$ cat src/rtl/glitcbus_pkg.sv
// rtl/glitcbus_pkg.sv - shared GLITCBUS constants, widths and state encoding
package glitcbus_pkg;

  localparam int ADDR_BYTES = 3;
  localparam int DATA_BYTES = 4;
  localparam int ADR_W      = 18;

  localparam logic GB_READ  = 1'b1;
  localparam logic GB_WRITE = 1'b0;

  typedef enum logic [2:0] {
    ST_IDLE,
    ST_ADDR,
    ST_WDATA,
    ST_WCOMMIT,
    ST_RWAIT,
    ST_RDATA,
    ST_DONE
  } gb_state_t;

endpackage

$ cat src/rtl/glitcbus_byte_shifter.sv
// rtl/glitcbus_byte_shifter.sv - 32-bit MSB-first load / byte shift register
module glitcbus_byte_shifter (
  input  logic        clk,
  input  logic        rst_n,
  input  logic        load,
  input  logic        shift,
  input  logic [31:0] din,
  input  logic [7:0]  byte_in,
  output logic [31:0] q
);

  // A shift both captures byte_in at the bottom and exposes the next byte at the top.
  always_ff @(posedge clk or negedge rst_n) begin
    if (!rst_n) begin
      q <= '0;
    end else if (load) begin
      q <= din;
    end else if (shift) begin
      q <= {q[23:0], byte_in};
    end
  end

endmodule

$ cat src/rtl/glitcbus_slave.sv
// rtl/glitcbus_slave.sv - GLITC-side GLITCBUS endpoint bridging to the local register strobe bus
module glitcbus_slave #(
  parameter int          READ_WAIT      = 4,
  parameter logic [31:0] RD_TIMEOUT_VAL = 32'hFFFFFFFF
) (
  input  logic        clk_i,
  input  logic        rst_n_i,
  input  logic        gsel_b_i,
  input  logic        grdwr_b_i,
  input  logic [7:0]  gad_i,
  output logic [7:0]  gad_o,
  output logic        gad_oe_o,
  output logic [17:0] reg_adr_o,
  output logic [31:0] reg_dat_o,
  output logic        reg_we_o,
  output logic        reg_stb_o,
  input  logic [31:0] reg_dat_i,
  input  logic        reg_ack_i,
  output logic        busy_o,
  output logic        rd_timeout_o
);
  import glitcbus_pkg::*;

  localparam logic [3:0] ADDR_LAST = 4'(ADDR_BYTES - 2);
  localparam logic [3:0] DATA_LAST = 4'(DATA_BYTES - 1);
  localparam logic [3:0] RW_PEN    = 4'(READ_WAIT - 2);
  localparam logic [3:0] RW_LAST   = 4'(READ_WAIT - 1);

  gb_state_t         state, state_nxt;
  logic [3:0]        cnt, cnt_nxt;
  logic [ADR_W-1:0]  adr, adr_nxt;
  logic              rdwr, rdwr_nxt;
  logic              stb, stb_nxt, we, we_nxt, oe, oe_nxt, busy, tmo, tmo_nxt;
  logic              sh_load, sh_shift;
  logic [31:0]       sh_din, sh_q;
  logic [7:0]        sh_byte;

  glitcbus_byte_shifter u_shifter (
    .clk     (clk_i),
    .rst_n   (rst_n_i),
    .load    (sh_load),
    .shift   (sh_shift),
    .din     (sh_din),
    .byte_in (sh_byte),
    .q       (sh_q)
  );

  always_ff @(posedge clk_i or negedge rst_n_i) begin
    if (!rst_n_i) begin
      state <= ST_IDLE;
      cnt   <= '0;
      adr   <= '0;
      rdwr  <= GB_WRITE;
      stb   <= 1'b0;
      we    <= 1'b0;
      oe    <= 1'b1;
      busy  <= 1'b0;
      tmo   <= 1'b0;
    end else begin
      state <= state_nxt;
      cnt   <= cnt_nxt;
      adr   <= adr_nxt;
      rdwr  <= rdwr_nxt;
      stb   <= stb_nxt;
      we    <= we_nxt;
      oe    <= oe_nxt;
      busy  <= (state_nxt != ST_IDLE);
      tmo   <= tmo_nxt;
    end
  end

  always_comb begin
    state_nxt = state;
    cnt_nxt   = cnt + 4'd1;
    adr_nxt   = adr;
    rdwr_nxt  = rdwr;
    stb_nxt   = stb;
    we_nxt    = we;
    oe_nxt    = 1'b1;
    tmo_nxt   = 1'b0;
    sh_load   = 1'b0;
    sh_shift  = 1'b0;
    sh_din    = reg_dat_i;
    sh_byte   = gad_i;

    // Deselect mid-transfer abandons everything except an in-flight write commit.
    if (gsel_b_i && (state == ST_ADDR || state == ST_WDATA ||
                     state == ST_RWAIT || state == ST_RDATA)) begin
      state_nxt = ST_IDLE;
      cnt_nxt   = '0;
      stb_nxt   = 1'b0;
      we_nxt    = 1'b0;
    end else begin
      case (state)
        ST_IDLE: begin
          cnt_nxt = '0;
          if (!gsel_b_i) begin
            state_nxt = ST_ADDR;
            adr_nxt   = {gad_i[1:0], 16'h0000};
            rdwr_nxt  = grdwr_b_i;
          end
        end
        ST_ADDR: begin
          if (cnt == 4'd0) adr_nxt[15:8] = gad_i;
          else             adr_nxt[7:0]  = gad_i;
          if (cnt == ADDR_LAST) begin
            cnt_nxt = '0;
            if (rdwr == GB_WRITE) begin
              state_nxt = ST_WDATA;
            end else begin
              state_nxt = ST_RWAIT;
              stb_nxt   = 1'b1;
              we_nxt    = 1'b0;
            end
          end
        end
        ST_WDATA: begin
          sh_shift = 1'b1;
          if (cnt == DATA_LAST) begin
            state_nxt = ST_WCOMMIT;
            cnt_nxt   = '0;
            stb_nxt   = 1'b1;
            we_nxt    = 1'b1;
          end
        end
        ST_WCOMMIT: begin
          cnt_nxt = '0;
          if (reg_ack_i) begin
            state_nxt = ST_DONE;
            stb_nxt   = 1'b0;
            we_nxt    = 1'b0;
          end
        end
        ST_RWAIT: begin
          // Timeout is decided one cycle early so the pulse lands on the last wait cycle.
          if (stb && reg_ack_i) begin
            sh_load = 1'b1;
            stb_nxt = 1'b0;
          end else if (stb && cnt == RW_PEN) begin
            sh_load = 1'b1;
            sh_din  = RD_TIMEOUT_VAL;
            stb_nxt = 1'b0;
            tmo_nxt = 1'b1;
          end
          if (cnt == RW_LAST) begin
            state_nxt = ST_RDATA;
            cnt_nxt   = '0;
            oe_nxt    = 1'b0;
          end
        end
        ST_RDATA: begin
          sh_shift = 1'b1;
          sh_byte  = 8'h00;
          oe_nxt   = 1'b0;
          if (cnt == DATA_LAST) begin
            state_nxt = ST_DONE;
            cnt_nxt   = '0;
            oe_nxt    = 1'b1;
          end
        end
        ST_DONE: begin
          cnt_nxt = '0;
          if (gsel_b_i) state_nxt = ST_IDLE;
        end
        default: begin
          state_nxt = ST_IDLE;
          cnt_nxt   = '0;
        end
      endcase
    end
  end

  assign gad_o        = sh_q[31:24];
  assign gad_oe_o     = oe;
  assign reg_adr_o    = adr;
  assign reg_dat_o    = sh_q;
  assign reg_we_o     = we;
  assign reg_stb_o    = stb;
  assign busy_o       = busy;
  assign rd_timeout_o = tmo;

endmodule

$ cat config.mk
export PLATFORM = sky130hd
export DESIGN_NAME = glitcbus_slave
export DESIGN_NICKNAME = d
export VERILOG_FILES = /design/src/rtl/glitcbus_pkg.sv /design/src/rtl/glitcbus_byte_shifter.sv /design/src/rtl/glitcbus_slave.sv
export SDC_FILE = /design/constraint.sdc
export NUM_CORES = 1
export LEC_CHECK = 0
export CORE_MARGIN = 2
export CORE_UTILIZATION = 45
export DETAILED_ROUTE_END_ITERATION = 10
export PLACE_DENSITY = 0.85
export SYNTH_ARGS = -nofsm -noshare
export SYNTH_HDL_FRONTEND = slang
export SYNTH_SLANG_ARGS = --single-unit
$ cat constraint.sdc
create_clock -name clk_i -period 3.45 [get_ports clk_i]
set_input_delay 0.345 -clock clk_i [delete_from_list [all_inputs] [get_ports clk_i]]
set_output_delay 0.345 -clock clk_i [all_outputs]
set_load 0.005 [all_outputs]
# Word level (Yosys, flattened, before mapping)
# Cells that the tools add are included.
# op_classes
mul,0
n_lt_le_gt_ge,0
bitwise,2
n_mux,51
n_addsub,1
n_shift,0
eq_ne,17
n_reduce_logical,20
div_mod_pow,0
# ops
op,count
two-way mux 32 bit,6
two-way mux 8 bit,4
case mux 16 bit (2 select lines),1
two-way mux 3 bit,9
two-way mux 1 bit,22
case mux 3 bit (7 select lines),1
two-way mux 16 bit,1
two-way mux 4 bit,3
"equality test 3 bit, second input constant",3
"equality test 4 x 2 -> 1 bit, second input constant",2
case mux 4 bit (2 select lines),1
AND reduction 4 bit,2
"equality test 3 x 2 -> 1 bit, second input constant",2
"!= test 3 x 1 -> 1 bit, second input constant",2
AND reduction 6 bit,1
AND reduction 5 bit,1
nonzero test 5 bit,1
"adder 4 x 1 -> 4 bit, second input constant",1
"equality test 4 x 1 -> 1 bit, second input constant",1
zero test 4 bit,1
"!= test 2 bit, second input constant",2
"!= test 4 x 1 -> 1 bit, second input constant",1
case mux 1 bit (4 select lines),1
nonzero test 2 bit,2
15 further kinds,20
# totals
input_bits,45
memories,0
romBits,0
elab_cells,103
reg_bits,63
latchBits,0
out_inout_bits,63
mem_bits_rw,0

# Depth between registers and ports, before layout
# Gate-level depths: netlist (run 1).
# logic_depth
word_depth,8
depth_mapped,7
depth_no_buf,6

# By module
# From an unflattened synthesis (run 1), not the netlist that was laid out.
# unflattened
cells_unflattened,345
area_unflattened_um2,3525.9
# modules_own_cells
module,instances,seq_area_each_um2,cells_per_inst,area_each_um2
glitcbus_slave,1,777.0,206,2013.2
glitcbus_byte_shifter,1,800.8,139,1512.7

# Worst setup path before layout (run 1)
# No wires, ideal clock.
# synth_path
path_kind,register to register
from,register cnt[1]
to,"register busy, in the netlist busy_o"
setup_time_ns,0.149
stages_incl_launch_ff,7
arrival_time_ns,1.620
slack_ns,1.681
path_cell_list,dfrtp_1 -> inv_1 -> ha_1 -> or3b_2 -> a32oi_1 -> nor3b_1 -> a41oi_1
# synth_between
elab_chain_len,5
elab_cells_between_ends,9
classes_between,eq/ne (2); mux (6); reduce/logical (1)
# synth_rtl
item,line,rtl
from (decl),glitcbus_slave.sv:30,"logic [3:0] cnt, cnt_nxt;"
from (signal assigned),glitcbus_slave.sv:61,cnt <= cnt_nxt;
equality test 4 x 2 -> 1 bit / equality test 4 x 1 -> 1 bit (equally long branches),n/a,
two-way mux 3 bit (on tied branches),n/a,
case mux 3 bit (7 select lines) *,glitcbus_slave.sv:94,case (state)
two-way mux 3 bit *,glitcbus_slave.sv:87,if (gsel_b_i && (state == ST_ADDR || state == ST_WDATA ||
nonzero test 3 bit *,glitcbus_slave.sv:67,busy <= (state_nxt != ST_IDLE);
to (signal assigned),glitcbus_slave.sv:67,
to (decl),glitcbus_slave.sv:33,"logic stb, stb_nxt, we, we_nxt, oe, oe_nxt, busy, tmo, tmo_nxt;"
# Every way passes the cells marked *; elsewhere a longest branch is shown, timed or not.
# A chain may end at the register's enable or synchronous reset.

# Worst setup path in the final report (run 1)
# layout_path
from,register state[1]
to,register u_shifter.q[22]
# layout_between
elab_chain_len,7
elab_cells_between_ends,17
classes_between,eq/ne (4); mux (7); reduce/logical (6)
# layout_rtl
item,line,rtl
from (decl),glitcbus_slave.sv:29,"gb_state_t state, state_nxt;"
from (signal assigned),glitcbus_slave.sv:60,state <= state_nxt;
equality test 3 x 1 -> 1 bit / equality test 3 x 2 -> 1 bit (equally long branches),"glitcbus_slave.sv:87, glitcbus_slave.sv:94",
logical OR 1 bit (2 in series),glitcbus_slave.sv:87,
logical OR 1 bit,glitcbus_slave.sv:88,state == ST_RWAIT || state == ST_RDATA)) begin
logical AND 1 bit,glitcbus_slave.sv:87,
two-way mux 32 bit / two-way mux 1 bit (equally long branches),glitcbus_slave.sv:87,
two-way mux 32 bit / nonzero test 2 bit (equally long branches),n/a,
to (signal assigned),glitcbus_byte_shifter.sv:17,q <= din;
to (signal assigned),glitcbus_byte_shifter.sv:19,"q <= {q[23:0], byte_in};"
to (decl),glitcbus_byte_shifter.sv:9,output logic [31:0] q
# Parallel ways exist; a longest one is shown, timed or not.

==> results.cfg, run 1 <==
[final_layout]
final_cell_mix = clkdlybuf4s50_1, nand2_1, dfrtp_1, nor2_1, a31oi_1
num_antenna_cells = 0
fillerInstances = 599
finalNetCount = 476
drive_gt1_share_pct = 12.5
area_growth_pct = 37.6
final_common_cell = clkdlybuf4s50_1
stdcell_area_mm2 = 0.00449

[logic_synthesis]
yosysUniqueCellTypes = 54
synth_xor_area_share_pct = 1.61
synth_compound_area_share_pct = 14.1
synth-seq-cells = 63
syn_nets = 382
synth_area_mm2 = 0.00327
yosysWarningCount = 0
synth_top_family_by_area = simple AND/OR/NAND/NOR gates
synth-async-reset-ratio_pct = 100
yosys.area_share.simple_pct = 21.5
synth_enable_flop_cells = 0
synth.avg_cell_area_um2 = 9.81
syn_inst = 333
synthMuxAreaShare_pct = 6.55
ys_seq_area_share_pct = 48.3
synth_adder_area_share_pct = 1.53
synth_flop_cell = dfrtp_1

[pwr]
leakagePower_nw = 1.89
peakVddDrop_mv = 0.438
p_per_area_mw_per_mm2 = 772

[flow_run]
maxCapViolations = 0

[run_status]
status = finished, final reports clean

[critical_path]
reg2reg_from = state[1]
worstPathMaxFanout = 30
startpoint = state[1]
worstSetupPathType = register to register
end_kind = register
crit_arrival_ns = 2.61
cp_top_family = simple AND/OR/NAND/NOR gates
worstPathRequired_ns = 3.67
cp_slowest_stage_delay_ns = 0.80
path_cells = or3b_4 -> a21o_1 -> and2_4 -> o2bb2ai_1
worstSetupStartpointType = register
crit_buf_inv = 0
cpMaxStageDelayCell = dfrtp_1

[min_path]
hold_class = input port to async pin

[clock_tree]
cts_sinks = 63
cts_setup_buffers = 0
hold_buffers = 0
cts_buffers = 9
post_cts_resized = 0
clk_pin_slew_worst_paths_ns = 0.07
root_buffer = clkbuf_8
cts_buffer_depth = 2
clk_latency_ns = 0.34
cts_tree = done
htree_levels = 3

[sta]
min_period_ns = 2.38
max_slew_margin_pct = 38.4
hold_violations = 0
layout_worst_path_cycle_share_pct = 69.0
max_freq_mhz = 420
skew_ns = 0.00965
setup_tns_ns = 0
rsz0062_at_grt = false
setup_viol = 0
tightestPinTransition_ns = 0.924
report.final.slew_viol_count = 0
setup_ws_ns = 1.07
hold_ws_ns = 0.132

[route]
routedWlPerCell_um = 15.7
vias = 2781
viasPerCell = 5.24
ant_nets = 0
firstDrtPassIters = 4
routed_wl_mm = 8.34
drc_errors = 0
drtIter0Drc = 172

[placement]
hpwl_mm = 6.02
port_buffers = 107
gp_congestion = 0.872
pre_cts_ws_ns = 1.08
place_area_mm2 = 0.00431

[floorplanning]
initial_core_util_pct = 45.8
fp.dieH_um = 89.2
num_rows = 31
dieWidth_um = 89.2
die_area_mm2 = 0.00796
io_pins = 108
core_area_mm2 = 0.00714

[global_route]
grt_pass1_vias = 2692
overflow = 0
grt_pass1_wl_mm = 13.1
grt_max_degree = 41
track_usage_pct = 21.6
antenna_found_initial = 0
## registers in the layout, indices dropped and copies added (netlist names)
signal,flops
u_shifter.q,32
gad_oe_o,1
reg_stb_o,1
reg_we_o,1
rd_timeout_o,1
state,3
reg_adr_o,18
rdwr,1
cnt,4
busy_o,1
## area by class of cell
| type | count | area (um^2) | share of cell area [%] |
|---|---|---|---|
| clock buffer | 10 | 128 | 2.84 |
| clock inverter | 6 | 61.3 | 1.36 |
| inverter | 5 | 18.8 | 0.418 |
| multi-input combinational | 236 | 1480 | 33.0 |
| sequential | 63 | 1580 | 35.1 |
| tap | 99 | 124 | 2.76 |
| timing repair buffer | 112 | 1100 | 24.6 |
## worst reg2reg max path, cell delays in order, from the launching register on
cell and delay (ns):
dfrtp_1 0.80, or3b_4 0.50, a21o_1 0.52, and2_4 0.34
o2bb2ai_1 0.11
## metal layers
layer | part of all wire, % | wire length [um] | vias to the layer above | track usage [%]
met2 | 48 | 3970 | 111 | 33.8
li1 | - | - | 1334 | -
met4 | 1.8 | 151 | 0 | 9.36
met1 | 44 | 3650 | 1323 | 29.7
met3 | 6.8 | 569 | 13 | 3.60
met5 | 0 | 0 | - | 0
## metrics by stage
step | util (%) | std cells | power (W)
4_1_cts | 63.0 | 531 | 0.00349
3_3_place_gp | 60.3 | 515 | 0.00282
2_1_floorplan | - | 333 | 0.00206
6_report | 63.0 | 531 | 0.00347
5_1_grt | 63.0 | 531 | 0.00371
3_5_place_dp | 60.3 | 515 | 0.00286
## kinds of logic (layout without fill, tap and decap cells)
| kind of cell | count (synthesis) | after routing |
|---|---|---|
| simple gates | 141 | 141 |
| buf+inv | 34 | 133 |
| xor+xnor | 6 | 6 |
| fa+ha+maj | 4 | 4 |
| compound gates | 66 | 66 |
| mux | 19 | 19 |
| flops | 63 | 63 |
## path summary, 6_finish.rpt
kind,endpoint,slack [ns],cells past startpoint
max reg2reg,u_shifter.q[22],1.07,4
min in group clk_i,reg_adr_o[12],0.51,1
max,u_shifter.q[22],1.07,4
min reg2reg,reg_adr_o[12],0.51,1
max in group asynchronous,u_shifter.q[26],2.47,2
min,u_shifter.q[1],0.13,1
## synthesized netlist by cell type, types with 4 or more instances
cell type,instances,area (um^2)
nand2_1,63,236
dfrtp_1,62,1550
nor2_1,38,143
a31oi_1,29,181
mux2_2,19,214
buf_2,10,50.1
a21oi_1,9,45.0
and2_1,9,56.3
buf_4,8,60.1
clkbuf_1,6,22.5
o21ai_0,6,30.0
buf_6,5,56.3
inv_1,5,18.8
ha_1,4,50.1
nor3_1,4,20.0
nor3b_1,4,30.0
## where the power goes
group / internal [W] / total [W] / switching [W]
registers: 0.00104 / 0.00134 / 0.000299
clock network: 0.000331 / 0.000617 / 0.000286
logic: 0.000951 / 0.00151 / 0.000560
Power figures use the tool's default switching activity.
==> run 2: changes to the inputs <==
--- a/config.mk
+++ b/config.mk
@@ -6,9 +6,9 @@
 export NUM_CORES = 1
 export LEC_CHECK = 0
 export CORE_MARGIN = 2
-export CORE_UTILIZATION = 45
+export CORE_UTILIZATION = 42
 export DETAILED_ROUTE_END_ITERATION = 10
-export PLACE_DENSITY = 0.85
+export PLACE_DENSITY = 0.83
 export SYNTH_ARGS = -nofsm -noshare
 export SYNTH_HDL_FRONTEND = slang
 export SYNTH_SLANG_ARGS = --single-unit
==> constraint.sdc (replaced) <==
create_clock -name clk_i -period 2 [get_ports clk_i]
set_input_delay 0.2 -clock clk_i [delete_from_list [all_inputs] [get_ports clk_i]]
set_output_delay 0.2 -clock clk_i [all_outputs]
set_load 0.005 [all_outputs]
==> results.cfg, run 2 (same netlist as run 1, synthesis figures left out) <==
[run_status]
status = finished, final reports clean

[sta]
setup_tns_ns = 0
hold_violations = 0
max_freq_mhz = 534
skew_ns = 0.0162
hold_ws_ns = 0.394
min_period_ns = 1.87
setup_viol = 0
rsz0062_at_grt = false
max_slew_margin_pct = 63.4
tightestPinTransition_ns = 0.549
report.final.slew_viol_count = 0
setup_ws_ns = 0.126
layout_worst_path_cycle_share_pct = 93.7

[floorplanning]
core_area_mm2 = 0.00765
die_area_mm2 = 0.00850
fp.dieH_um = 92.2
dieWidth_um = 92.2
initial_core_util_pct = 42.7
io_pins = 108
num_rows = 32

[final_layout]
top_register = u_shifter.q
final_common_cell = clkdlybuf4s50_1
final_cell_mix = clkdlybuf4s50_1, nand2_1, dfrtp_1, nor2_1, a31oi_1
finalNetCount = 489
drive_gt1_share_pct = 15.3
area_growth_pct = 43.5
fillerInstances = 617
num_antenna_cells = 0
largest_register_ff_count = 32

[critical_path]
end_kind = register
worstSetupStartpointType = register
worstPathRequired_ns = 2.20
crit_buf_inv = 1
crit_arrival_ns = 2.07
reg2reg_from = cnt[1]
cp_slowest_stage_delay_ns = 0.50
cp_top_family = simple AND/OR/NAND/NOR gates
rrSetupSlack_ns = 0.13
path_cells = inv_1 -> ha_1 -> or3b_2 -> a32oi_1 -> nor3b_2 -> a41oi_1
rr_endpoint = busy_o
cpMaxStageDelayCell = or3b_2
worstPathMaxFanout = 5
worstSetupPathType = register to register
reg2reg_depth = 6

[global_route]
track_usage_pct = 20.1
antenna_found_initial = 0
grt_pass1_wl_mm = 13.7
grt_max_degree = 43
grt_pass1_vias = 2737
overflow = 0

[route]
routed_wl_mm = 8.45
drtIter0Drc = 123
drc_errors = 0
routedWlPerCell_um = 15.4
ant_nets = 0
vias = 2867
firstDrtPassIters = 4
viasPerCell = 5.24

[clock_tree]
cts_tree = done
cts_buffers = 9
clk_latency_ns = 0.34
root_buffer = clkbuf_8
clk_pin_slew_worst_paths_ns = 0.07
cts_buffer_depth = 2
cts_sinks = 63
htree_levels = 3

[pwr]
pwr-share-clk_pct = 19.9
p_per_area_mw_per_mm2 = 1350
peakVddDrop_mv = 0.713
power_w = 0.00632
pwr-share-comb_pct = 44.7
switchingPower_w = 0.00204
pwr-share-seq_pct = 35.3
leakagePower_nw = 1.97
switching_share_pct = 32.2
p_int_w = 0.00429

[placement]
gp_congestion = 0.833
hpwl_mm = 6.12
port_buffers = 107
pre_cts_ws_ns = 0.0455

[min_path]
hold_class = input port to async pin

[flow_run]
maxCapViolations = 0
==> run 2: changes by cell type in the layout (fill, tap and decap cells not counted), moves of 2 or more <==
cell / previous run / this run
clkinv_2: 3 / 0
clkinvlp_4: 1 / 3
buf_4: 5 / 14
buf_12: 0 / 3
==> run 2: worst max path at each step <==
stage / slack [ns] / cells after the start / start / end
2_1_floorplan: 0.23 / 6 / cnt[1] / busy_o
3_3_place_gp: 0.09 / 4 / gsel_b_i / reg_adr_o[3]
3_5_place_dp: 0.05 / 6 / cnt[1] / busy_o
4_1_cts: 0.05 / 6 / cnt[1] / busy_o
5_1_grt: 0.03 / 5 / cnt[0] / reg_stb_o
6_report: 0.13 / 6 / cnt[1] / busy_o
==> run 2: repair_timing <==
action,CTS,global route
hold buffers,1,0
resized for setup,0,2
setup buffers,0,0
hold endpoints to repair,20,0
setup endpoints to repair,0,4
==> run 2: layout make-up <==
class                   count  area (um^2)  share of cell area, %
clock buffers              10          138                   2.93
clock inverters             6         91.3                   1.95
inverters                   5         18.8                  0.400
multi-input cells         236         1500                   31.9
flip-flops and latches     63         1580                   33.6
well taps                 102          128                   2.72
repair buffers            125         1240                   26.5
==> run 2: power by group through the flow <==
stage	clock network (W)	logic (W)	registers (W)
after floorplan	0	0.00137	0.00218
after global placement	0	0.00275	0.00222
final	0.00126	0.00283	0.00223
after global routing	0.00134	0.00305	0.00230
after CTS	0.00128	0.00284	0.00222
after detailed placement	0	0.00282	0.00224
==> run 2: per-layer routing <==
metal | vias to the layer above | wire length (um) | global-route usage [%]
li1 | 1365 | - | -
met1 | 1379 | 3830 | 27.7
met2 | 108 | 3980 | 31.3
met3 | 15 | 484 | 4.27
met4 | 0 | 160 | 7.34
met5 | - | 0 | 0
==> run 2: metrics by stage <==
stage               instance area (um^2)  instances  util [%]
floorplan                           3270        333         -
global placement                    4440        530      58.0
detailed placement                  4440        530      58.0
CTS                                 4680        547      61.1
global route                        4690        547      61.3
finish                              4690        547      61.3
==> run 3: changes to the inputs <==
--- a/config.mk
+++ b/config.mk
@@ -5,6 +5,7 @@
 export SDC_FILE = /design/constraint.sdc
 export NUM_CORES = 1
 export LEC_CHECK = 0
+export CORE_ASPECT_RATIO = 0.5
 export CORE_MARGIN = 2
 export CORE_UTILIZATION = 42
 export DETAILED_ROUTE_END_ITERATION = 10
==> results.cfg, run 3 (same netlist as run 1, synthesis figures left out) <==
[route]
vias = 2870
firstDrtPassIters = 4
routedWlPerCell_um = 16.0
ant_nets = 0
drtIter0Drc = 301
drc_errors = 0
routed_wl_mm = 8.74
viasPerCell = 5.26

[pwr]
p_int_w = 0.00453
pwr-share-seq_pct = 33.8
leakagePower_nw = 2.03
peakVddDrop_mv = 0.520
switchingPower_w = 0.00208
pwr-share-comb_pct = 43.3
pwr-share-clk_pct = 22.9
switching_share_pct = 31.5
p_per_area_mw_per_mm2 = 1380

[critical_path]
worstSetupStartpointType = register
worstSetupPathType = register to register
worstPathMaxFanout = 5
end_kind = register
worstPathRequired_ns = 2.19
reg2reg_from = cnt[1]
crit_arrival_ns = 2.11
startpoint = cnt[1]

[global_route]
grt_pass1_wl_mm = 13.5
antenna_found_initial = 0
overflow = 0
grt_pass1_vias = 2667
grt_max_degree = 64
track_usage_pct = 20.8

[sta]
setup_ws_ns = 0.0769
tightestPinTransition_ns = 0.600
report.final.slew_viol_count = 0
setup_tns_ns = 0
max_slew_margin_pct = 59.9
hold_violations = 0
max_freq_mhz = 520
skew_ns = 0.00445
setup_viol = 0
layout_worst_path_cycle_share_pct = 96.2
min_period_ns = 1.92

[clock_tree]
cts_buffer_depth = 2
clk_latency_ns = 0.33
cts_sinks = 63
clk_pin_slew_worst_paths_ns = 0.05
htree_levels = 3
cts_tree = done
root_buffer = clkbuf_16
cts_buffers = 9
cts_setup_buffers = 0

[final_layout]
num_antenna_cells = 0
final_cells = 546
area_growth_pct = 46.2
finalNetCount = 494
largest_register_ff_count = 32
final_cell_mix = clkdlybuf4s50_1, nand2_1, dfrtp_1, nor2_1, a31oi_1
final_common_cell = clkdlybuf4s50_1
drive_gt1_share_pct = 16.0
top_register = u_shifter.q
post-route-util_pct = 64.2

[flow_run]
maxCapViolations = 0

[floorplanning]
num_rows = 22
initial_core_util_pct = 44.0
fp.dieH_um = 66.4
io_pins = 108
dieWidth_um = 129
core_area_mm2 = 0.00743
die_area_mm2 = 0.00854

[placement]
hpwl_mm = 6.14
place.detailed.instances = 529
gp_congestion = 0.917
pre_cts_ws_ns = 0.0434
port_buffers = 107

[min_path]
hold_class = input port to async pin

[run_status]
status = finished, final reports clean
==> run 3: cell count changes in the layout (fill, tap and decap cells not counted) <==
cell,before,now
clkbuf_16,0,9
buf_4,14,20
clkbuf_8,10,4
bufinv_16,2,0
clkinvlp_4,3,1
buf_12,3,2
clkbuf_1,0,1
clkinv_2,0,1
inv_6,1,0
==> run 3: cell type report <==
type                       instances  area, um^2
timing repair buffer             130        1270
tap                               96         120
multi-input combinational        236        1500
clock inverter                     2        12.5
clock buffer                      14         284
fill                             558        2660
sequential                        63        1580
inverter                           5        18.8
==> run 3: final timing paths <==
path                                        end  slack (ns)  cells past startpoint
worst max-delay path                     busy_o        0.08                      6
worst min-delay path                     cnt[2]        0.39                      3
worst max register to register           busy_o        0.08                      6
worst min register to register     reg_adr_o[1]        0.50                      1
max in group asynchronous         reg_adr_o[14]        1.29                      3
min in group clk_i              u_shifter.q[25]        0.45                      3
==> run 3: timing repair <==
| action | 4_1_cts | 5_1_grt |
|---|---|---|
| setup endpoints to repair | 0 | 19 |
| hold buffers | 1 | 0 |
| resized for setup | 0 | 2 |
| hold endpoints to repair | 62 | 0 |
==> run 3: layer usage <==
| metal | up-vias | track usage [%] | share of wire [%] |
|---|---|---|---|
| met1 | 1383 | 27.1 | 45 |
| met5 | - | 0 | 0 |
| li1 | 1372 | - | - |
| met4 | 0 | 7.88 | 1.8 |
| met3 | 14 | 5.99 | 5.6 |
| met2 | 101 | 33.1 | 48 |
==> run 3: worst max-delay path: stages, from the launching register on <==
cell and delay [ns]:
dfrtp_1 0.41, inv_1 0.09, ha_1 0.20, or3b_2 0.50, a32oi_1 0.18, nor3b_2 0.25, a41oi_1 0.15
==> run 3: power groups by stage <==
stage	registers (W)	logic [W]	clock network, W
after floorplan	0.00218	0.00137	0
after global placement	0.00224	0.00277	0
after detailed placement	0.00224	0.00283	0
after CTS	0.00223	0.00286	0.00154
after global routing	0.00231	0.00309	0.00161
final	0.00224	0.00286	0.00151
==> run 3: per-stage QoR <==
stage | hold WS (ns) | cell area (um^2) | power (W)
final | 0.393 | 4770 | 0.00661
after detailed placement | 0.239 | 4450 | 0.00507
after CTS | 0.428 | 4760 | 0.00663
after global placement | 0.236 | 4450 | 0.00501
after floorplan | -0.0956 | 3270 | 0.00356
after global routing | 0.435 | 4770 | 0.00701
